[src/rtl/rr_packet_mux_2x1.sv]
// Two-channel valid/ready packet multiplexer with round-robin arbitration.
// Grant is held for a whole packet; the selected beat and its source are registered.
module rr_packet_mux_2x1 #(
    parameter int WIDTH = 8
) (
    input  logic             clk,
    input  logic             rst,
    input  logic [WIDTH-1:0] in0_data,
    input  logic             in0_valid,
    input  logic             in0_last,
    output logic             in0_ready,
    input  logic [WIDTH-1:0] in1_data,
    input  logic             in1_valid,
    input  logic             in1_last,
    output logic             in1_ready,
    output logic [WIDTH-1:0] out_data,
    output logic             out_valid,
    output logic             out_last,
    input  logic             out_ready,
    output logic             out_sel,
    output logic             busy
);

    typedef enum logic {
        IDLE = 1'b0,
        LOCK = 1'b1
    } state_t;

    state_t           state_q, state_d;
    logic             owner_q, owner_d;
    logic             prio_q, prio_d;
    logic [WIDTH-1:0] out_data_q, out_data_d;
    logic             out_valid_q, out_valid_d;
    logic             out_last_q, out_last_d;
    logic             out_sel_q, out_sel_d;

    logic             grant;
    logic             grant_valid;
    logic             load_en;
    logic             accept;
    logic [WIDTH-1:0] sel_data;
    logic             sel_last;

    // While locked only the owner may be granted, even if it has nothing to send.
    always_comb begin
        grant       = 1'b0;
        grant_valid = 1'b0;
        if (state_q == IDLE) begin
            if (in0_valid && in1_valid) begin
                grant       = prio_q;
                grant_valid = 1'b1;
            end else if (in0_valid) begin
                grant       = 1'b0;
                grant_valid = 1'b1;
            end else if (in1_valid) begin
                grant       = 1'b1;
                grant_valid = 1'b1;
            end
        end else begin
            grant       = owner_q;
            grant_valid = owner_q ? in1_valid : in0_valid;
        end
    end

    assign load_en   = !out_valid_q || out_ready;
    assign accept    = grant_valid && load_en && !rst;
    assign in0_ready = accept && (grant == 1'b0);
    assign in1_ready = accept && (grant == 1'b1);
    assign sel_data  = grant ? in1_data : in0_data;
    assign sel_last  = grant ? in1_last : in0_last;

    always_comb begin
        state_d     = state_q;
        owner_d     = owner_q;
        prio_d      = prio_q;
        out_data_d  = out_data_q;
        out_valid_d = out_valid_q;
        out_last_d  = out_last_q;
        out_sel_d   = out_sel_q;
        if (accept) begin
            out_data_d  = sel_data;
            out_last_d  = sel_last;
            out_sel_d   = grant;
            out_valid_d = 1'b1;
            if (sel_last) begin
                state_d = IDLE;
                prio_d  = ~grant;
            end else if (state_q == IDLE) begin
                state_d = LOCK;
                owner_d = grant;
            end
        end else if (out_ready) begin
            out_valid_d = 1'b0;
        end
    end

    always_ff @(posedge clk) begin
        if (rst) begin
            state_q     <= IDLE;
            owner_q     <= 1'b0;
            prio_q      <= 1'b0;
            out_data_q  <= '0;
            out_valid_q <= 1'b0;
            out_last_q  <= 1'b0;
            out_sel_q   <= 1'b0;
        end else begin
            state_q     <= state_d;
            owner_q     <= owner_d;
            prio_q      <= prio_d;
            out_data_q  <= out_data_d;
            out_valid_q <= out_valid_d;
            out_last_q  <= out_last_d;
            out_sel_q   <= out_sel_d;
        end
    end

    assign out_data  = out_data_q;
    assign out_valid = out_valid_q;
    assign out_last  = out_last_q;
    assign out_sel   = out_sel_q;
    assign busy      = (state_q == LOCK);

endmodule

[config.mk]
export PLATFORM = sky130hd
export DESIGN_NAME = rr_packet_mux_2x1
export DESIGN_NICKNAME = d
export VERILOG_FILES = /design/src/rtl/rr_packet_mux_2x1.sv
export SDC_FILE = /design/constraint.sdc
export NUM_CORES = 1
export LEC_CHECK = 0
export CORE_ASPECT_RATIO = 1.5
export CORE_MARGIN = 10
export CORE_UTILIZATION = 30
export CTS_CLUSTER_SIZE = 24
export DETAILED_ROUTE_END_ITERATION = 10
export HOLD_SLACK_MARGIN = 0.1
export REMOVE_ABC_BUFFERS = 1
export SYNTH_ARGS = -nofsm -noshare
export SYNTH_HDL_FRONTEND = slang
export SYNTH_SLANG_ARGS = --single-unit
[constraint.sdc]
create_clock -name clk -period 3.56 [get_ports clk]
set_input_delay 0.356 -clock clk [delete_from_list [all_inputs] [get_ports clk]]
set_output_delay 0.356 -clock clk [all_outputs]
set_load 0.005 [all_outputs]
==> summary.txt, run 1 <==
Synthesis
  • Post-synthesis cell area: 674.4 µm²
  • Synth warn: 0
  • Simple logic cell fraction of the synthesized area: 0.1243
  • Share of the synthesized area in the top cell type: 0.4156
  • #FFs+latches synth: 14
  • Largest family of logic cells by synthesized area: compound AO/OA/AOI/OAI gates
  • Yosys top cell by area: dfxtp_1
  • Seq/Total Area, Yosys: 0.4156
  • Mux cell area share after synthesis: 0.1336
  • Post-Synth XOR/XNOR Area: 0
  • Synth Area in Compound Gates: 0.2727
  • Adder-cell share of the synthesized area: 0
  • Cell count after synthesis: 73
  • Synthesized area per cell: 9.238 µm²
  • Largest cells by area after synthesis: dfxtp_1 42%, mux2i_1 13%, a211oi_1 10%
  • Synth unique cells: 22

Detailed routing
  • DR iter-0 viols: 8
  • DRC: 0
  • WL final: 1893 µm
  • WL per Instance: 14.02 µm
  • Metal2 WL: 1000 µm
  • Top Layer Used: met4
  • Via density: 4.985
  • 1st-pass router iterations: 4
  • Routed wl met3: 121 µm
  • Via count: 673
  • Final ANT Viol Nets: 0
  • Met1 WL: 726 µm

Timing
  • Layout Skew: 0.001865 ns
  • Max_slew headroom: 0.6077
  • Max-slew violation count: 0
  • Setup Viol. Count Final: 0
  • Final Hold Viols: 0
  • Fmax: 0.3852 GHz
  • Post-route setup slack: 0.9640 ns
  • Period Utilization, post-route: 0.7292
  • TNS Setup: 0 ns
  • RSZ-0062 raised after global routing: no
  • Min Tclk post-route: 2.596 ns
  • Slew @ Worst Pin: 0.5884 ns

Setup path
  • CP Class: in2out
  • CP arrival: 2.24 ns
  • Reg2reg path depth: 4
  • CP Launch Type: primary input
  • Worst Path Required: 3.20 ns
  • CP max FO: 3
  • Worst Setup End Kind: output port

Final layout
  • Most common cell after layout, fill and taps aside: clkdlybuf4s50_1
  • Filler Cell Count: 220
  • Layout cell share with drive strength beyond 1: 0.07143
  • ANT cells: 0
  • Area Overhead vs Synth: 63.27%
  • Fin nets: 136
  • Commonest non-fill, non-tap cells in the layout: 36 x clkdlybuf4s50_1, 15 x nor2_1, 14 x dfxtp_1
  • Fin cells: 135

Status
  • Status: completed

Placement
  • Post-DP HPWL: 1513 µm
  • Number of port buffers: 36
  • Inst Count DP: 131
  • Routability cong.: 0.8214
  • DP Worst Slack: 0.9605 ns

CTS
  • Post_cts resized: 0
  • Cts hold-fix bufs: 0
  • Post-CTS setup repair buffer count: 0
  • Clock transition at path regs: 0.08 ns
  • CTS H-tree depth: 1
  • Clock tree sinks: 14
  • Clock buffer count from CTS: 3
  • Clk buf depth: 2
  • CTS tree: built
  • Clock latency on the worst-skew pair: 0.27 ns
  • Root buffer cell: clkbuf_4

Die
  • Die area: 0.004583 mm²
  • Ports: 37
  • Row cnt: 21
  • Die Y: 78.07 µm
  • Initial core utilization: 0.3092
  • Core area: 0.002181 mm²
  • DIE WIDTH: 58.71 µm

Min path
  • Hold crit path type: reg2reg
  • WHS Path Cells: 2

Flow run
  • Max Cap Viol: 0

Global routing
  • Gr usage total: 0.08816
  • First-pass GRT wire length: 3284 µm
  • Largest net degree at the start of global routing: 17
  • Initial antenna violation count: 0
  • Number of global-route vias before repair: 712
  • Gr ovfl total: 0

Power
  • VDD IR max: 0.0002081 V
  • P per Cell Area: 381.4 mW/mm²
  • LEAKAGE: 0.4469 nW
==> path summary, 6_finish.rpt <==
check                 start        end  slack, ns
setup / recovery  in1_valid  in0_ready       0.96
hold / removal      out_sel    out_sel       0.49
setup reg to reg    owner_q    owner_q       1.71
hold reg to reg     out_sel    out_sel       0.49
==> cell type report <==
type	count	area, µm²	share of cell area
repair buffers	39	382.9	0.3477
well taps	23	28.78	0.02614
inverters	4	15.01	0.01364
flip-flops and latches	14	280.3	0.2545
clock buffers	4	36.28	0.03295
multi-input cells	51	357.8	0.3250
==> metrics by stage <==
stage	hold WS (ns)	util	total power, W	cell area, µm²
3_3_place_gp	0.4860	0.4882	0.0003152	1065
5_1_grt	0.5178	0.5049	0.0004520	1101
2_1_floorplan	0.4284	-	0.0002409	653.1
4_1_cts	0.4977	0.5049	0.0004290	1101
3_5_place_dp	0.4819	0.4882	0.0003157	1065
6_report	0.4942	0.5049	0.0004200	1101
==> report_power, final <==
group          switching, W  total [W]  internal [W]
combinational     0.0000497   0.000126     0.0000763
sequential        0.0000114   0.000184      0.000173
clock             0.0000478   0.000110     0.0000621
==> Yosys cell counts <==
master     count
mux2i_1        9
a211oi_1       9
a21oi_1        2
o21a_1         1
a2111o_1       1
buf_2          2
nand2_1        1
o31ai_1        1
o211ai_1       2
o2111ai_1      1
a221oi_1       1
nand2b_1       1
a2111oi_4      1
nor3_1         1
nor2_1        15
clkbuf_1       1
inv_1          4
dfxtp_1       14
buf_4          1
o21ai_0        2
nor2b_1        2
o211a_1        1
==> per-layer routing <==
| layer | vias up | global-route usage |
|---|---|---|
| met5 | - | 0 |
| met4 | 0 | 0.06221 |
| met3 | 2 | 0.02576 |
| met2 | 20 | 0.1439 |
| met1 | 304 | 0.09296 |
| li1 | 347 | - |
==> critical path, stage by stage <==
cell and delay, ns:
clkdlybuf4s50_1 0.50, mux2i_1 0.15, a2111o_1 0.48, nor2_1 0.21, clkdlybuf4s50_1 0.54
==> sequential cells by signal, indices dropped and copies added (netlist names) <==
register and cells:
out_last 1, busy 1, out_sel 1, prio_q 1, out_data 8, out_valid 1, owner_q 1
==> cell families (layout without fill, tap and decap cells) <==
family	Yosys count	count (layout)
compound gates	22	22
buf+inv	8	47
flops	14	14
mux	9	9
simple gates	20	20
(Power assumes the default switching activity.)
==> run 2: changes to the inputs <==
Clock period 3.56 ns to 2.4 ns, I/O delays scaled along.
==> run 2 against run 1 <==
  * Combinational power rose by 54%
  * First-iteration DRC count rose by 75%
  * Wire length is 2.9% higher
  * Critical endpoint unchanged
  * Non-clock buffer count grew 3
  * Largest cell class unchanged
  * Sequential power rose by 48%
  * Clock-buffer cell count down 1
  * Total power is 42% higher
==> summary.txt, run 2 (synthesized netlist as in run 1, its figures left out) <==
Detailed routing
  • 1st-pass router iterations: 3
  • Via count: 683
  • Via density: 4.985
  • WL per Instance: 14.22 µm
  • DR iter-0 viols: 14
  • WL final: 1948 µm
  • DRC: 0
  • Final ANT Viol Nets: 0

Global routing
  • Gr usage total: 0.08646
  • Gr ovfl total: 0
  • Number of global-route vias before repair: 709
  • Initial antenna violation count: 0
  • Largest net degree at the start of global routing: 16
  • Grt peak-use layer: met2
  • Met3 usage: 0.02415
  • First-pass GRT wire length: 3167 µm
  • Met2 Usage GRT: 0.1514
  • Met1 Use GR: 0.08513

Die
  • Die Y: 78.07 µm
  • Ports: 37
  • DIE WIDTH: 58.71 µm
  • Initial core utilization: 0.3092
  • Die area: 0.004583 mm²
  • Core area: 0.002181 mm²
  • Row cnt: 21

CTS
  • Clk buf depth: 2
  • Clock buffer count from CTS: 3
  • Clock transition at path regs: 0.08 ns
  • Clock latency on the worst-skew pair: 0.27 ns
  • Cts hold-fix bufs: 0
  • Root buffer cell: clkbuf_4
  • CTS tree: built
  • Post_cts resized: 0
  • Post-CTS setup repair buffer count: 0
  • CTS H-tree depth: 1
  • Clock tree sinks: 14

Timing
  • Post-route setup slack: 0.2013 ns
  • Fmax: 0.4548 GHz
  • Setup Viol. Count Final: 0
  • Period Utilization, post-route: 0.9161
  • Max_slew headroom: 0.7339
  • Slew @ Worst Pin: 0.3992 ns
  • Max-slew violation count: 0
  • Final Hold Viols: 0
  • TNS Setup: 0 ns
  • Layout Skew: 0.005334 ns
  • RSZ-0062 raised after global routing: no
  • Min Tclk post-route: 2.199 ns

Final layout
  • Largest register FFs: 8
  • Commonest non-fill, non-tap cells in the layout: 36 x clkdlybuf4s50_1, 15 x nor2_1, 14 x dfxtp_1
  • Post-layout util: 0.5089
  • Fin nets: 139
  • ANT cells: 0
  • Area Overhead vs Synth: 64.56%
  • Layout cell share with drive strength beyond 1: 0.08772
  • Most common cell after layout, fill and taps aside: clkdlybuf4s50_1

Setup path
  • Worst Path Required: 2.16 ns
  • Worst Setup End Kind: output port
  • CP Launch Type: primary input
  • CP max FO: 3
  • CP arrival: 1.96 ns
  • CP Class: in2out

Placement
  • DP Worst Slack: 0.1984 ns
  • Routability cong.: 0.8225
  • Post-DP HPWL: 1598 µm
  • Number of port buffers: 36

Flow run
  • Max Cap Viol: 0

Power
  • LEAKAGE: 0.4548 nW
  • VDD IR max: 0.0002900 V
  • Total Power: 0.0005958 W
  • P per Cell Area: 536.9 mW/mm²

Status
  • Status: completed

Min path
  • Hold crit path type: reg2reg
[run 2: area by class of cell]
| class | instances | area (µm²) |
|---|---|---|
| fill | 218 | 1071 |
| timing repair buffer | 42 | 405.4 |
| multi-input combinational | 51 | 357.8 |
| sequential | 14 | 280.3 |
| tap | 23 | 28.78 |
| clock buffer | 3 | 22.52 |
| inverter | 4 | 15.01 |
[run 2: path summary, 6_finish.rpt]
check	startpoint	endpoint	slack [ns]	depth (start not counted)
setup reg to reg	owner_q	out_data[4]	0.68	6
hold / removal	out_sel	out_sel	0.49	2
hold reg to reg	out_sel	out_sel	0.49	2
setup / recovery	in1_valid	in0_ready	0.20	5
[run 2: routing by layer]
metal | vias to the layer above | part of all wire
li1 | 352 | -
met4 | 0 | 0
met2 | 20 | 0.55
met3 | 0 | 0.060
met5 | - | 0
met1 | 311 | 0.39
[run 2: where the power goes]
group	switching, W	internal (W)	total, W
sequential	0.0000172	0.000256	0.000273
combinational	0.0000746	0.000119	0.000194
clock	0.0000709	0.0000580	0.000129
total	0.000163	0.000433	0.000596
[run 2: per-stage QoR]
step | cells | area, µm² | hold slack (ns)
floorplan | 69 | 653.1 | 0.3124
global placement | 134 | 1087 | 0.4788
detailed placement | 134 | 1087 | 0.4819
CTS | 137 | 1110 | 0.4961
global route | 137 | 1110 | 0.5254
finish | 137 | 1110 | 0.4921
[run 2: worst max-delay path, stage by stage]
cell and delay [ns]:
clkdlybuf4s50_1 0.50, mux2i_1 0.10, a2111o_1 0.46, nor2_1 0.15, clkdlybuf4s50_1 0.52
==> RTL edit: new RTL, settings of run 2 <==
`out_data_q` no longer has a reset.
--- a/src/rtl/rr_packet_mux_2x1.sv
+++ b/src/rtl/rr_packet_mux_2x1.sv
@@ -101,3 +101,2 @@
             prio_q      <= 1'b0;
-            out_data_q  <= '0;
             out_valid_q <= 1'b0;
@@ -109,3 +108,2 @@
             prio_q      <= prio_d;
-            out_data_q  <= out_data_d;
             out_valid_q <= out_valid_d;
@@ -114,2 +112,6 @@
         end
+    end
+
+    always_ff @(posedge clk) begin
+        out_data_q <= out_data_d;
     end
Function: differs if rst is asserted again (counterexample within 4 cycles, from zero or initial values and one cycle with rst high); with rst held inactive, the same outputs for 10 cycles.
==> RTL edit against run 2 <==
  * Critical path depth stayed put
  * Routed wire length is 5.1% lower
  * Final cell count is 12% lower
  * Setup slack worse by 97 ps
  * Sequential cell count stayed put
  * Total power is 1.2% lower
  * Area after synthesis is 1.1% higher
  * First-iteration DRC count is 29% lower
  * Final area is 1.4% higher
  * Count of clock-buffer cells in the layout stayed put
  * Critical endpoint is now in1_ready
  * Largest cell class unchanged
  * Largest power group unchanged
==> RTL edit: results (changes against run 2) <==
power_and_ir_drop:
  pg_seq_uw: 288  # was 273 µW
  power_frac_comb: 0.270  # was 0.325
  internal-power_uw: 441  # was 433 µW
  irDropWorstVdd_mv: 0.288  # was 0.290 mV
  total_leakage_power_nw: 0.408  # was 0.455 nW
yosys:
  synth_xor_area_frac: 0  # unchanged
  yosysWarnings: 0  # unchanged
  avgSynthCellArea_um2: 12.4  # was 9.24 µm²
  muxShareOfSynthArea: 0.193  # was 0.134
  yosys.area_share.adder: 0  # unchanged
  synth_cell_types: 22  # unchanged
  synth-edff-count: 8  # was 0
  yosys_most_used_dff: "edfxtp_1"  # was dfxtp_1
  synth_compound_area_frac: 0.121  # was 0.273
  synthTopCellsByArea: "edfxtp_1, dfxtp_1, mux2_2, mux2i_1, a2111oi_4"  # was dfxtp_1, mux2i_1, a211oi_1, nor2_1, a2111oi_4
  synth-async-reset-ratio: 0  # unchanged
  synth_common_cells: "mux2_2, edfxtp_1, dfxtp_1, nor2_1"  # was nor2_1, dfxtp_1, a211oi_1, mux2i_1, inv_1
  ys_seq_area_frac: 0.528  # was 0.416
routing:
  wl_um: 1850  # was 1950 µm
  drtIter0Drc: 10  # was 14
  drt_pre_antenna_iters: 3  # unchanged
  num_vias: 589  # was 683
  viasPerCell: 4.91  # was 4.99
clocking:
  clock_latency_ps: 290  # was 270 ps
  cts.htree.levels: 1  # unchanged
  post_cts_resize_count: 0  # unchanged
  root_buffer: "clkbuf_4"  # unchanged
  post_cts_buffers: 0  # unchanged
  cts_buffer_depth: 2  # unchanged
  clkTransAtPathRegs_ps: 80  # about the same
  cts_buffers: 3  # unchanged
placement:
  gp_congestion: 0.880  # was 0.823
  portBuffers: 36  # unchanged
  dp.cells: 116  # was 134
  dpl.hpwl_um: 1490  # was 1600 µm
sta:
  worstMarginPinSlew_ps: 410  # was 399 ps
  final.setup_skew_ps: 3.63  # was 5.33 ps
  finalHoldViolCount: 0  # unchanged
setup_path:
  startpoint: "in1_valid"  # unchanged
  cp.arrival_ps: 2060  # was 1960 ps
  cpMaxStageDelayCell: "clkdlybuf4s50_1"  # unchanged
  critPathMaxFanout: 4  # was 3
  r2r-start: "busy"  # was owner_q
  cp_slowest_stage_delay_ps: 520  # about the same
grt:
  grt_max_degree: 14  # was 16
  grt_pass1_vias: 613  # was 709
  grt_pass1_wl_um: 2930  # was 3170 µm
  antenna_found_initial: 0  # unchanged
  grt_use_total: 0.0818  # was 0.0865
final_layout:
  n_antenna_cell: 0  # unchanged
  layout-drive-gt1-share: 0.196  # was 0.0877
  largest_reg_flops: 8  # unchanged
  fill_cells: 218  # unchanged
min_path:
  hold_class: "reg2reg"  # unchanged
  worstHoldStart: "prio_q"  # was out_sel
status:
  status: "finished clean"  # unchanged
RTL edit: changes by cell type after synthesis, sizes merged, moves of 2 or more:
cell / delta
edfxtp: +8
o211ai: -2
nor2: -11
mux2i: -6
nor3: +2
a211oi: -9
dfxtp: -8
mux2: +9
RTL edit: cell families (layout without fill, tap and decap cells):
family                 count (synthesis)  in the layout
and+or+nand+nor                       16             16
DFF                                   14             14
muxes                                 12             12
AOI/OAI and AO/OA                      8              8
buffers and inverters                  5             47
RTL edit: final timing paths:
check        slack (ps)  cells after the start           to
min                 480                      2       prio_q
max reg2reg         620                      4  out_data[5]
max                 100                      5    in1_ready
min reg2reg         480                      2       prio_q
RTL edit: cell type report:
cell class	instances	area [µm²]	share of cell area
clock buffers	3	22.5	0.0200
clock inverters	1	3.75	0.00334
inverters	3	11.3	0.0100
multi-input cells	36	308	0.274
flip-flops and latches	14	360	0.320
well taps	23	28.8	0.0256
repair buffers	40	390	0.347
RTL edit: critical path: cells and delay by family:
family | cells | cell delay, ps
AO/OA/AOI/OAI | 1 | 380
AND/OR/NAND/NOR | 1 | 230
multiplexers | 1 | 160
buffers and inverters | 2 | 1040
RTL edit: layer usage:
layer | track usage | share of wire
met4 | 0.0691 | 0.033
met5 | 0 | 0
met1 | 0.0816 | 0.38
met2 | 0.130 | 0.49
met3 | 0.0290 | 0.094
RTL edit: stage by stage:
step | setup slack, ps | power, mW | cell area, µm² | hold slack, ps
2_1_floorplan | 379 | 0.354 | 673 | 306
3_3_place_gp | 120 | 0.452 | 1090 | 457
3_5_place_dp | 95.5 | 0.453 | 1090 | 462
4_1_cts | 71.1 | 0.593 | 1120 | 478
5_1_grt | 18.3 | 0.619 | 1120 | 496
6_report | 105 | 0.589 | 1120 | 477
